## config.mk

```make
export PLATFORM = sky130hd
export DESIGN_NAME = alarm_tone_detector
export DESIGN_NICKNAME = d
export VERILOG_FILES = /design/src/rtl/alarm_tone_detector.sv
export SDC_FILE = /design/constraint.sdc
export NUM_CORES = 1
export LEC_CHECK = 0
export BUFFER_PORTS_ARGS = -buffer_cell sky130_fd_sc_hd__buf_2
export CELL_PAD_IN_SITES_DETAIL_PLACEMENT = 1
export CELL_PAD_IN_SITES_GLOBAL_PLACEMENT = 1
export CORE_ASPECT_RATIO = 0.75
export CORE_MARGIN = 1.5
export CORE_UTILIZATION = 50
export DETAILED_ROUTE_END_ITERATION = 8
export PLACE_DENSITY = 0.89
export SETUP_SLACK_MARGIN = 0.4
export SKIP_LAST_GASP = 1
export SYNTH_ARGS = -nofsm -noshare
export SYNTH_HDL_FRONTEND = slang
export SYNTH_SLANG_ARGS = --single-unit
```

## constraint.sdc

```tcl
create_clock -name i_cp -period 6.6 [get_ports i_cp]
set_clock_uncertainty 0.15 [all_clocks]
set_input_delay 0.99 -clock i_cp [delete_from_list [all_inputs] [get_ports i_cp]]
set_output_delay 0.99 -clock i_cp [all_outputs]
set_load 0.03 [all_outputs]
```

## src/rtl/alarm_tone_detector.sv

```systemverilog
// Alarm tone detector: measures the period of a synchronised audio square wave,
// classifies it as silent / 500 Hz / 1 kHz / invalid and tracks the alarm alternation.
module alarm_tone_detector #(
  parameter int P1K_MIN    = 90,
  parameter int P1K_MAX    = 110,
  parameter int P500_MIN   = 180,
  parameter int P500_MAX   = 220,
  parameter int SILENT_CYC = 1000,
  parameter int N_CONFIRM  = 3,
  parameter int CW         = 10
) (
  input  logic       i_cp,
  input  logic       i_ncr,
  input  logic       i_ce,
  input  logic       i_audio_in,
  output logic [1:0] o_tone,
  output logic       o_switch,
  output logic       o_alarming,
  output logic       o_err
);

  localparam int CFW = $clog2(N_CONFIRM + 1);

  localparam logic [1:0] TONE_SILENT = 2'b00;
  localparam logic [1:0] TONE_500    = 2'b01;
  localparam logic [1:0] TONE_1K     = 2'b10;
  localparam logic [1:0] TONE_INV    = 2'b11;

  typedef enum logic [1:0] {
    S_IDLE,
    S_ARMED,
    S_SEEN1,
    S_ALARM
  } state_t;

  logic           r_sync1;
  logic           r_sync2;
  logic           r_sync_prev;
  logic [CW-1:0]  r_cnt;
  logic           r_first;
  logic [1:0]     r_cand;
  logic [CFW-1:0] r_conf;
  logic [1:0]     r_tone;
  logic           r_switch;
  logic           r_err;
  state_t         r_state;

  logic           w_edge;
  logic           w_silence;
  logic           w_classify;
  logic           w_update;
  logic [1:0]     w_class;
  logic [1:0]     w_cand_next;
  logic [CFW-1:0] w_conf_next;
  logic [1:0]     w_tone_next;
  state_t         w_state_next;

  assign w_edge     = r_sync2 & ~r_sync_prev;
  assign w_silence  = (r_cnt == CW'(SILENT_CYC)) & ~w_edge;
  assign w_classify = w_edge & ~r_first;

  // r_cnt still holds the cycle distance since the previous edge while EDGE is high
  always_comb begin
    w_class = TONE_INV;
    if (r_cnt >= CW'(P1K_MIN) && r_cnt <= CW'(P1K_MAX)) begin
      w_class = TONE_1K;
    end else if (r_cnt >= CW'(P500_MIN) && r_cnt <= CW'(P500_MAX)) begin
      w_class = TONE_500;
    end
  end

  always_comb begin
    w_cand_next = r_cand;
    w_conf_next = r_conf;
    w_tone_next = r_tone;
    w_update    = 1'b0;
    if (w_silence) begin
      w_cand_next = TONE_SILENT;
      w_conf_next = '0;
      w_tone_next = TONE_SILENT;
      w_update    = (r_tone != TONE_SILENT);
    end else if (w_classify) begin
      if (w_class == r_cand) begin
        if (r_conf != CFW'(N_CONFIRM)) begin
          w_conf_next = r_conf + 1'b1;
        end
      end else begin
        w_cand_next = w_class;
        w_conf_next = CFW'(1);
      end
      if (w_conf_next == CFW'(N_CONFIRM) && w_cand_next != r_tone) begin
        w_tone_next = w_cand_next;
        w_update    = 1'b1;
      end
    end
  end

  always_ff @(posedge i_cp or negedge i_ncr) begin
    if (!i_ncr) begin
      r_sync1     <= 1'b0;
      r_sync2     <= 1'b0;
      r_sync_prev <= 1'b0;
      r_cnt       <= '0;
      r_first     <= 1'b1;
      r_cand      <= TONE_SILENT;
      r_conf      <= '0;
      r_tone      <= TONE_SILENT;
      r_switch    <= 1'b0;
      r_err       <= 1'b0;
    end else if (!i_ce) begin
      r_sync1     <= 1'b0;
      r_sync2     <= 1'b0;
      r_sync_prev <= 1'b0;
      r_cnt       <= '0;
      r_first     <= 1'b1;
      r_cand      <= TONE_SILENT;
      r_conf      <= '0;
      r_tone      <= TONE_SILENT;
      r_switch    <= 1'b0;
      r_err       <= 1'b0;
    end else begin
      r_sync1     <= i_audio_in;
      r_sync2     <= r_sync1;
      r_sync_prev <= r_sync2;
      if (w_edge) begin
        r_cnt <= CW'(1);
      end else if (r_cnt != CW'(SILENT_CYC)) begin
        r_cnt <= r_cnt + 1'b1;
      end
      if (w_edge) begin
        r_first <= 1'b0;
      end else if (w_silence) begin
        r_first <= 1'b1;
      end
      r_cand   <= w_cand_next;
      r_conf   <= w_conf_next;
      r_tone   <= w_tone_next;
      r_switch <= w_update &&
                  ((r_tone == TONE_500 && w_tone_next == TONE_1K) ||
                   (r_tone == TONE_1K  && w_tone_next == TONE_500));
      r_err    <= w_update && (w_tone_next == TONE_INV);
    end
  end

  always_ff @(posedge i_cp or negedge i_ncr) begin
    if (!i_ncr) begin
      r_state <= S_IDLE;
    end else if (!i_ce) begin
      r_state <= S_IDLE;
    end else begin
      r_state <= w_state_next;
    end
  end

  // Leaving a valid tone drops the FSM together with the TONE update; switches
  // are taken from the registered pulse, so ALARMING follows SWITCH by a cycle.
  always_comb begin
    w_state_next = r_state;
    if (w_update && (w_tone_next == TONE_SILENT || w_tone_next == TONE_INV)) begin
      w_state_next = S_IDLE;
    end else begin
      case (r_state)
        S_IDLE:  if (r_tone == TONE_500 || r_tone == TONE_1K) w_state_next = S_ARMED;
        S_ARMED: if (r_switch) w_state_next = S_SEEN1;
        S_SEEN1: if (r_switch) w_state_next = S_ALARM;
        default: w_state_next = r_state;
      endcase
    end
  end

  assign o_tone     = r_tone;
  assign o_switch   = r_switch;
  assign o_err      = r_err;
  assign o_alarming = (r_state == S_ALARM);

endmodule

```

==> impl_metrics.env, run 1 <==
export IMPL_status="complete, no violations"
export IMPL_antenna_found_initial=0
export IMPL_required_ps=6600
export IMPL_worst_ep_arrival_time_ps=3560
export IMPL_place_area_sq_mm=0.00164
export IMPL_drt_wl_total_mm=4.05
export IMPL_design_area_sq_mm=0.00171
export IMPL_dpl_worst_slack_ps=3130
export IMPL_final_util=0.575
export IMPL_insertedDiodeCount=0
export IMPL_dieArea_sq_mm=0.00351
export IMPL_vias=1298
export IMPL_syn_nets=184
export IMPL_ant_nets=0
export IMPL_rsz0062_at_grt="false"
export IMPL_track_usage=0.273
export IMPL_hpwl_mm=2.93
export IMPL_crit_path_start_kind="register"
export IMPL_final_common_cell="dfrtp_1"
export IMPL_leakagePower_uw=0.000735
export IMPL_grt_pass1_vias=1389
export IMPL_drt_vias_per_instance=6.15
export IMPL_path_class="reg2reg"
export IMPL_cts_tree="done"
export IMPL_cts_root_buf="clkbuf_8"
export IMPL_fmaxAchievable_mhz=281
export IMPL_post_route_min_period_ps=3560
export IMPL_layout_common_cells="23 x dfrtp_1, 14 x ha_1, 13 x nand2_1, 13 x nor2_1, 13 x nand3_1"
export IMPL_clk_insertion_delay_late_ps=280
export IMPL_clock_sinks=24
export IMPL_area_growth_syn_to_layout_pct=8.31
export IMPL_fin_total_pwr_uw=303
export IMPL_muxShareOfSynthArea=0.0515
export IMPL_post_cts_setup_buffers=0
export IMPL_crit_fanout=7
export IMPL_slew_headroom=0.634
export IMPL_end_kind="register"
export IMPL_tns_ps=0
export IMPL_worst_slack_ps=3040
export IMPL_numCtsBuffers=3
export IMPL_die_h_um=51.7
export IMPL_peakVddDrop_uv=170
export IMPL_htreeDepth=1
export IMPL_synth_cell_types=43
export IMPL_syn_avg_cell_area_sq_um=9.52
export IMPL_synth_top_area_cell="dfrtp_1"
export IMPL_cts_resized=0
export IMPL_wl_per_cell_um=19.2
export IMPL_syn_inst=166
export IMPL_rows=17
export IMPL_drive_gt1_frac=0.116
export IMPL_synthSimpleGateAreaFrac=0.224
export IMPL_start_util=0.531
export IMPL_setup_violations=0
export IMPL_maxCapViolations=0
export IMPL_chipWidth_um=67.9
export IMPL_ctsHoldBuffers=0
export IMPL_slew_viol_final=0
export IMPL_critPathMaxStageDelay_ps=520
export IMPL_worst_path_buf_inv=1
export IMPL_io_pins=9
export IMPL_port_buffers=8
export IMPL_gp_congestion=0.883
export IMPL_final_nets=192
export IMPL_core_area_sq_mm=0.00298
export IMPL_path_cells="inv_1 -> ha_1 -> nor3_2 -> o2bb2ai_1 -> and2_1 -> a2111o_1 -> a2111o_1 -> mux2_4 -> ha_1 -> o211ai_1 -> a21oi_1"
export IMPL_finalHoldViolCount=0
export IMPL_hp_class="reg2reg"
export IMPL_synth_top_family_by_area="simple AND/OR/NAND/NOR gates"
export IMPL_synth_compound_area_share=0.137
export IMPL_ys_seq_area_frac=0.381
export IMPL_synth_seq_cells=24
export IMPL_synth_top_cell_area_share=0.364
export IMPL_drc_errors=0
export IMPL_worst_pin_slew_ps=549
export IMPL_synth_xor_area_share=0.0499
export IMPL_grt_overflow=0
export IMPL_synthAdderAreaFrac=0.111
export IMPL_grt_pass1_wl_mm=6.84
export IMPL_crit_family="compound AO/OA/AOI/OAI gates"
export IMPL_syn_area_sq_mm=0.00158
export IMPL_drt_iter0_markers=59
export IMPL_first_pass_iters=4
export IMPL_synth_area_top_cells="dfrtp_1 36%, ha_1 11%, nand3_1 4.1%"
export IMPL_clock_path_buffers=2
export IMPL_grt_max_degree=25
export IMPL_critical_path_slowest_cell="a2111o_1"
export IMPL_clk_pin_slew_ps=80
export IMPL_pwr_density_cell_mw_per_mm2=177
export IMPL_fillers=354
export IMPL_ys_warn_count=0
export IMPL_fin_crit_sh=0.539
==> registers in the layout (all words and copies together) (netlist names), 2 cells and up <==
register and cells:
o_tone 2, r_cand 2, r_cnt 10, r_conf 2
r_state 2
==> Yosys cell counts, drive strengths merged <==
library cell,instances
a21boi,2
a311oi,1
dfstp,1
xnor2,3
nand2,13
nor2,13
mux2i,4
a211oi,2
o221ai,1
nand2b,7
nand3b,3
nand3,13
or3,2
o2bb2ai,1
a2111oi,1
nand4,3
and3,2
ha,14
and4b,1
o2111ai,1
nor2b,1
o21ai,4
xor2,6
and2,5
buf,3
clkbuf,3
a21oi,9
a22oi,1
inv,10
o41ai,1
nor3,3
dfrtp,23
a2111o,2
or4,1
nor4,1
mux2,3
o211ai,2
==> cell families (layout without fill, tap and decap cells) <==
| family | count (synthesis) | after routing |
|---|---|---|
| adders and majority gates | 14 | 14 |
| xor gates and xnor gates | 9 | 9 |
| DFF | 24 | 24 |
| muxes | 7 | 7 |
| buffers and inverters | 16 | 23 |
| AOI/OAI and AO/OA | 28 | 28 |
| and+or+nand+nor | 68 | 68 |
==> worst register-to-register path: cells and delay by family, from the launching register on <==
family                     cells  cell delay (ps)
AOI/OAI and AO/OA              5             1370
adders and majority gates      2              550
DFF                            1              460
and+or+nand+nor                2              410
muxes                          1              360
buffers and inverters          1              130
==> cell type report <==
cell class | count | area (sq um) | area share
flip-flops and latches | 24 | 602 | 0.352
inverters | 10 | 37.5 | 0.0219
well taps | 38 | 47.5 | 0.0278
clock buffers | 3 | 41.3 | 0.0241
repair buffers | 9 | 47.5 | 0.0278
multi-input cells | 126 | 906 | 0.529
clock inverters | 1 | 30.0 | 0.0175
==> where the power goes <==
| part | switching (uW) | internal, uW |
|---|---|---|
| registers | 4.14 | 150 |
| clock network | 49.7 | 81.3 |
| logic | 12.0 | 5.77 |
==> stage by stage <==
| step | cells | hold WS (ps) |
|---|---|---|
| after global placement | 207 | 299 |
| after floorplan | 166 | 284 |
| after CTS | 211 | 336 |
| after global routing | 211 | 363 |
| after detailed placement | 207 | 313 |
| final | 211 | 331 |
==> final timing paths <==
kind | from | endpoint | slack, ps | cells after the start
worst max-delay path | r_cnt[0]$_DFFE_PN0P_ | r_state[1]$_DFFE_PN0P_ | 3040 | 11
worst min-delay path | r_sync1$_DFF_PN0_ | r_sync2$_DFF_PN0_ | 330 | 1
worst max register to register | r_cnt[0]$_DFFE_PN0P_ | r_state[1]$_DFFE_PN0P_ | 3040 | 11
worst min register to register | r_sync1$_DFF_PN0_ | r_sync2$_DFF_PN0_ | 330 | 1
max in group asynchronous | i_ncr | r_first$_DFFE_PN1P_ | 5400 | 1
min in group asynchronous | i_ncr | r_sync_prev$_DFF_PN0_ | 540 | 1
==> layer usage <==
layer	routed length (um)	up-vias	global-route usage
met2	2010	34	0.471
met1	1720	650	0.323
met4	92	0	0.103
li1	-	600	-
met5	0	-	0
met3	228	14	0.0779
Power figures use the tool's default switching activity.
==> inputs of run 2 (changes only) <==
--- a/config.mk
+++ b/config.mk
@@ -10,9 +10,9 @@
 export CELL_PAD_IN_SITES_GLOBAL_PLACEMENT = 1
 export CORE_ASPECT_RATIO = 0.75
 export CORE_MARGIN = 1.5
-export CORE_UTILIZATION = 50
+export CORE_UTILIZATION = 47
 export DETAILED_ROUTE_END_ITERATION = 8
-export PLACE_DENSITY = 0.89
+export PLACE_DENSITY = 0.85
 export SETUP_SLACK_MARGIN = 0.4
 export SKIP_LAST_GASP = 1
 export SYNTH_ARGS = -nofsm -noshare
==> constraint.sdc (replaced) <==
create_clock -name i_cp -period 3.5 [get_ports i_cp]
set_clock_uncertainty 0.15 [all_clocks]
set_input_delay 0.525 -clock i_cp [delete_from_list [all_inputs] [get_ports i_cp]]
set_output_delay 0.525 -clock i_cp [all_outputs]
set_load 0.03 [all_outputs]
==> run 2 against run 1 <==
Effect of this change: first-iteration DRC count is 42% higher; die area is 6.1% higher; clock power is 34% higher; worst setup slack worse by 2700 ps; critical path depth is 2 lower; utilization is 0.73 points lower; sequential share of layout area is 2.3 points lower; combinational power grew to 2.9 times the previous value; critical endpoint unchanged.
==> impl_metrics.env, run 2 (synthesized netlist as in run 1, its figures left out) <==
export IMPL_drt_wl_total_mm=4.38
export IMPL_drt_iter0_markers=84
export IMPL_grt_overflow=0
export IMPL_hp_class="in2async"
export IMPL_gp_congestion=0.809
export IMPL_slew_headroom=0.646
export IMPL_regArea_sq_um=606
export IMPL_status="complete, no violations"
export IMPL_drive_gt1_frac=0.214
export IMPL_path_class="reg2reg"
export IMPL_final_common_cell="dfrtp_1"
export IMPL_fillers=374
export IMPL_start_util=0.487
export IMPL_rows=18
export IMPL_port_buffers=8
export IMPL_clock_sinks=24
export IMPL_power_switching_uw=132
export IMPL_antenna_found_initial=0
export IMPL_final_nets=201
export IMPL_clk_insertion_delay_late_ps=280
export IMPL_route_met3_wl_um=191
export IMPL_crit_fanout=9
export IMPL_top_register="r_cnt"
export IMPL_leakagePower_uw=0.000759
export IMPL_cts_root_buf="clkbuf_8"
export IMPL_hpwl_mm=2.77
export IMPL_wl_met1_mm=1.88
export IMPL_clkPwrFrac=0.339
export IMPL_drt_vias_per_instance=5.96
export IMPL_numCtsBuffers=3
export IMPL_area_growth_syn_to_layout_pct=16.5
export IMPL_drc_errors=0
export IMPL_maxCapViolations=0
export IMPL_rsz0062_at_grt="true"
export IMPL_core_area_sq_mm=0.00324
export IMPL_p_sw_frac=0.255
export IMPL_die_h_um=53.2
export IMPL_clock_path_buffers=2
export IMPL_tns_ps=0
export IMPL_finalHoldViolCount=0
export IMPL_top_layer="met4"
export IMPL_grt_max_degree=25
export IMPL_fmaxAchievable_mhz=316
export IMPL_seq_power_share=0.562
export IMPL_dieArea_sq_mm=0.00372
export IMPL_ant_nets=0
export IMPL_largest_reg_flops=10
export IMPL_worst_pin_slew_ps=532
export IMPL_pwr_density_cell_mw_per_mm2=281
export IMPL_insertedDiodeCount=0
export IMPL_end_kind="register"
export IMPL_first_pass_iters=4
export IMPL_grt_pass1_wl_mm=6.60
export IMPL_vias=1324
export IMPL_final_util=0.568
export IMPL_track_usage=0.242
export IMPL_slew_viol_final=0
export IMPL_multi_input_area_sq_um=975
export IMPL_cts_tree="done"
export IMPL_route_met2_wl_mm=2.19
export IMPL_chipWidth_um=70.0
export IMPL_setup_violations=0
export IMPL_fin_crit_sh=0.905
export IMPL_worst_ep_arrival_time_ps=3170
export IMPL_clk_pin_slew_ps=90
export IMPL_wl_per_cell_um=19.7
export IMPL_required_ps=3500
export IMPL_layout_common_cells="20 x dfrtp_1, 13 x nand2_1, 13 x nor2_1, 13 x nand3_1, 11 x ha_1"
export IMPL_intPower_uw=386
export IMPL_io_pins=9
export IMPL_peakVddDrop_uv=249
export IMPL_htreeDepth=1
export IMPL_crit_path_start_kind="register"
export IMPL_grt_pass1_vias=1315
export IMPL_post_route_min_period_ps=3170
export IMPL_comb_power_share=0.100
==> run 2: cell types whose count changed in the layout (fill, tap and decap cells not counted), moves of 3 or more <==
cell,delta
ha_4,+3
ha_1,-3
dfrtp_1,-3
buf_4,+8
dfrtp_2,+3
==> run 2: what timing repair did <==
item	4_1_cts	5_1_grt
gates resized for setup	4	6
pin swaps	3	2
hold buffers	0	0
buffers inserted	6	3
endpoints found under the setup margin	4	3
==> run 2: cell type report <==
type | instances | share of cell area
Sequential cell | 24 | 0.329
Inverter | 10 | 0.0204
Tap cell | 40 | 0.0272
Multi-Input combinational cell | 126 | 0.530
Clock buffer | 4 | 0.0245
Timing Repair Buffer | 18 | 0.0693
==> run 2: per-stage QoR <==
stage | setup WS (ps) | instances | total power (uW) | hold WS, ps | instance area (sq um)
3_5_place_dp | 165 | 209 | 330 | 317 | 1670
6_report | 334 | 222 | 518 | 64.9 | 1840
2_1_floorplan | 387 | 166 | 316 | 79.4 | 1610
3_3_place_gp | 353 | 209 | 326 | 300 | 1670
4_1_cts | 424 | 219 | 506 | 88.1 | 1780
5_1_grt | 232 | 222 | 532 | 97.3 | 1840
==> run 2: critical path, stage by stage, from the launching register on <==
cell	delay, ps
dfrtp_1	540
nand2_1	130
and4b_1	250
and2_4	210
a2111o_1	380
a2111o_1	560
mux2_4	370
ha_4	220
o211ai_1	170
a21oi_1	70
==> run 2: worst paths after layout <==
kind	from	endpoint	slack [ps]	cells past startpoint
min in group i_cp	i_audio_in	r_sync1$_DFF_PN0_	310	2
worst min register to register	r_sync1$_DFF_PN0_	r_sync2$_DFF_PN0_	330	1
worst min-delay path	i_ncr	r_cnt[7]$_DFFE_PN0P_	60	1
worst max register to register	r_cnt[5]$_DFFE_PN0P_	r_state[1]$_DFFE_PN0P_	330	9
max in group asynchronous	i_ncr	r_cnt[3]$_DFFE_PN0P_	2750	1
worst max-delay path	r_cnt[5]$_DFFE_PN0P_	r_state[1]$_DFFE_PN0P_	330	9
==> run 2: routing by layer <==
metal,GRT usage,up-vias
li1,-,614
met2,0.413,37
met3,0.0552,14
met1,0.297,659
met4,0.115,0
met5,0,-
==> run 2: power groups by stage <==
stage | combinational, uW | clock [uW] | sequential, uW
3_5_place_dp | 34.1 | 0 | 296
4_1_cts | 39.0 | 177 | 290
5_1_grt | 57.5 | 183 | 291
2_1_floorplan | 22.7 | 0 | 293
6_report | 51.6 | 175 | 291
3_3_place_gp | 31.6 | 0 | 295
==> inputs of run 3 (changes only) <==
--- a/config.mk
+++ b/config.mk
@@ -5,14 +5,14 @@
 export SDC_FILE = /design/constraint.sdc
 export NUM_CORES = 1
 export LEC_CHECK = 0
-export BUFFER_PORTS_ARGS = -buffer_cell sky130_fd_sc_hd__buf_2
+export BUFFER_PORTS_ARGS = -buffer_cell sky130_fd_sc_hd__clkbuf_2
 export CELL_PAD_IN_SITES_DETAIL_PLACEMENT = 1
 export CELL_PAD_IN_SITES_GLOBAL_PLACEMENT = 1
 export CORE_ASPECT_RATIO = 0.75
 export CORE_MARGIN = 1.5
 export CORE_UTILIZATION = 47
 export DETAILED_ROUTE_END_ITERATION = 8
-export PLACE_DENSITY = 0.85
+export PLACE_DENSITY_LB_ADDON = 0.1
 export SETUP_SLACK_MARGIN = 0.4
 export SKIP_LAST_GASP = 1
 export SYNTH_ARGS = -nofsm -noshare
==> run 3 against run 2 <==
Effect of this change: wire length decreased by 4.8%; clock power is 41% higher; final cell count grew 1.8%; highest routed layer unchanged; via count decreased by 0.23%; utilization rose by 1.6 points; critical path type unchanged; largest power group unchanged; register-to-register slack gained 40 ps.
==> impl_metrics.env, run 3 (synthesized netlist as in run 1, its figures left out) <==
export IMPL_tns_ps=0
export IMPL_leakagePower_uw=0.000779
export IMPL_clock_sinks=24
export IMPL_largest_reg_flops=10
export IMPL_clk_pin_slew_ps=80
export IMPL_fin_total_pwr_uw=589
export IMPL_area_growth_syn_to_layout_pct=19.8
export IMPL_final_common_cell="dfrtp_1"
export IMPL_path_class="reg2reg"
export IMPL_grt_pass1_wl_mm=6.57
export IMPL_cts_tree="done"
export IMPL_htreeDepth=1
export IMPL_final_util=0.584
export IMPL_clock_path_buffers=2
export IMPL_ant_nets=0
export IMPL_hpwl_mm=2.82
export IMPL_fmaxAchievable_mhz=320
export IMPL_setup_violations=0
export IMPL_drive_gt1_frac=0.253
export IMPL_track_usage=0.232
export IMPL_drt_vias_per_instance=5.85
export IMPL_drt_wl_total_mm=4.17
export IMPL_peakVddDrop_uv=220
export IMPL_clk_insertion_delay_late_ps=270
export IMPL_worst_pin_slew_ps=628
export IMPL_slew_viol_final=0
export IMPL_end_kind="register"
export IMPL_insertedDiodeCount=0
export IMPL_io_pins=9
export IMPL_grt_overflow=0
export IMPL_fin_crit_sh=0.892
export IMPL_rsz0062_at_grt="true"
export IMPL_worst_ep_arrival_time_ps=3130
export IMPL_post_route_min_period_ps=3120
export IMPL_top_register="r_cnt"
export IMPL_status="complete, no violations"
export IMPL_port_buffers=8
export IMPL_core_area_sq_mm=0.00324
export IMPL_gp_congestion=0.795
export IMPL_grt_pass1_vias=1314
export IMPL_antenna_found_initial=0
export IMPL_first_pass_iters=4
export IMPL_start_util=0.487
export IMPL_cts_root_buf="clkbuf_8"
export IMPL_crit_path_start_kind="register"
export IMPL_layout_common_cells="21 x dfrtp_1, 13 x nand2_1, 13 x nor2_1, 13 x nand3_1"
export IMPL_numCtsBuffers=3
export IMPL_slew_headroom=0.582
export IMPL_required_ps=3510
export IMPL_place_area_sq_mm=0.00167
export IMPL_crit_fanout=5
export IMPL_design_area_sq_mm=0.00189
export IMPL_vias=1321
export IMPL_wl_per_cell_um=18.4
export IMPL_rows=18
export IMPL_dieArea_sq_mm=0.00372
export IMPL_maxCapViolations=0
export IMPL_drc_errors=0
export IMPL_final_nets=205
export IMPL_grt_max_degree=25
export IMPL_chipWidth_um=70.0
export IMPL_pwr_density_cell_mw_per_mm2=311
export IMPL_drt_iter0_markers=74
export IMPL_finalHoldViolCount=0
export IMPL_die_h_um=53.2
export IMPL_hp_class="in2async"
## run 3: cell type report
class	count	area, sq um
repair buffers	22	156
inverters	10	37.5
multi-input cells	126	973
flip-flops and latches	24	604
clock buffers	3	41.3
fillers	371	1350
well taps	40	50.0
clock inverters	1	30.0
## run 3: per-stage QoR
step,setup WS (ps),std cells,hold slack [ps]
floorplan,387,166,79.4
global placement,301,209,299
detailed placement,165,209,311
CTS,431,220,125
global route,255,226,145
finish,378,226,102
## run 3: final timing paths
path | start | end | slack, ps | depth (start not counted)
setup / recovery | r_cnt[1]$_DFFE_PN0P_ | o_switch$_DFF_PN0_ | 380 | 12
hold / removal | i_ncr | r_state[1]$_DFFE_PN0P_ | 100 | 1
setup reg to reg | r_cnt[1]$_DFFE_PN0P_ | o_switch$_DFF_PN0_ | 380 | 12
hold reg to reg | r_sync1$_DFF_PN0_ | r_sync2$_DFF_PN0_ | 330 | 1
max in group asynchronous | i_ncr | r_cnt[1]$_DFFE_PN0P_ | 2650 | 1
min in group i_cp | i_audio_in | r_sync1$_DFF_PN0_ | 310 | 2
## run 3: metal layers
metal | wire length (um) | vias up | GRT usage
met5 | 0 | - | 0
met4 | 34 | 0 | 0.0513
met3 | 133 | 4 | 0.0457
met2 | 2060 | 21 | 0.417
met1 | 1940 | 676 | 0.292
li1 | - | 620 | -
## run 3: timing repair
action | in CTS | in global routing
hold buffers | 0 | 0
buffers inserted | 7 | 6
hold endpoints to repair | 0 | 0
cloned | 0 | 0
pin swaps | 3 | 7
gates resized for setup | 2 | 12
endpoints found under the setup margin | 4 | 3
## run 3: report_power, final
group | leakage (uW) | switching (uW) | internal, uW
Clock | 0.0000357 | 93.0 | 153
Combinational | 0.000419 | 30.7 | 23.5
Sequential | 0.000324 | 6.32 | 283
Total | 0.000779 | 130 | 459
## run 3: critical path, stage by stage (launching register included)
cell and delay [ps]:
dfrtp_2 460, buf_6 140, inv_2 60, ha_4 140
inv_1 50, a21oi_2 140, o211ai_2 130, a2111o_1 380
a2111o_1 540, mux2_4 360, ha_1 200, a22oi_1 210
a211oi_2 60
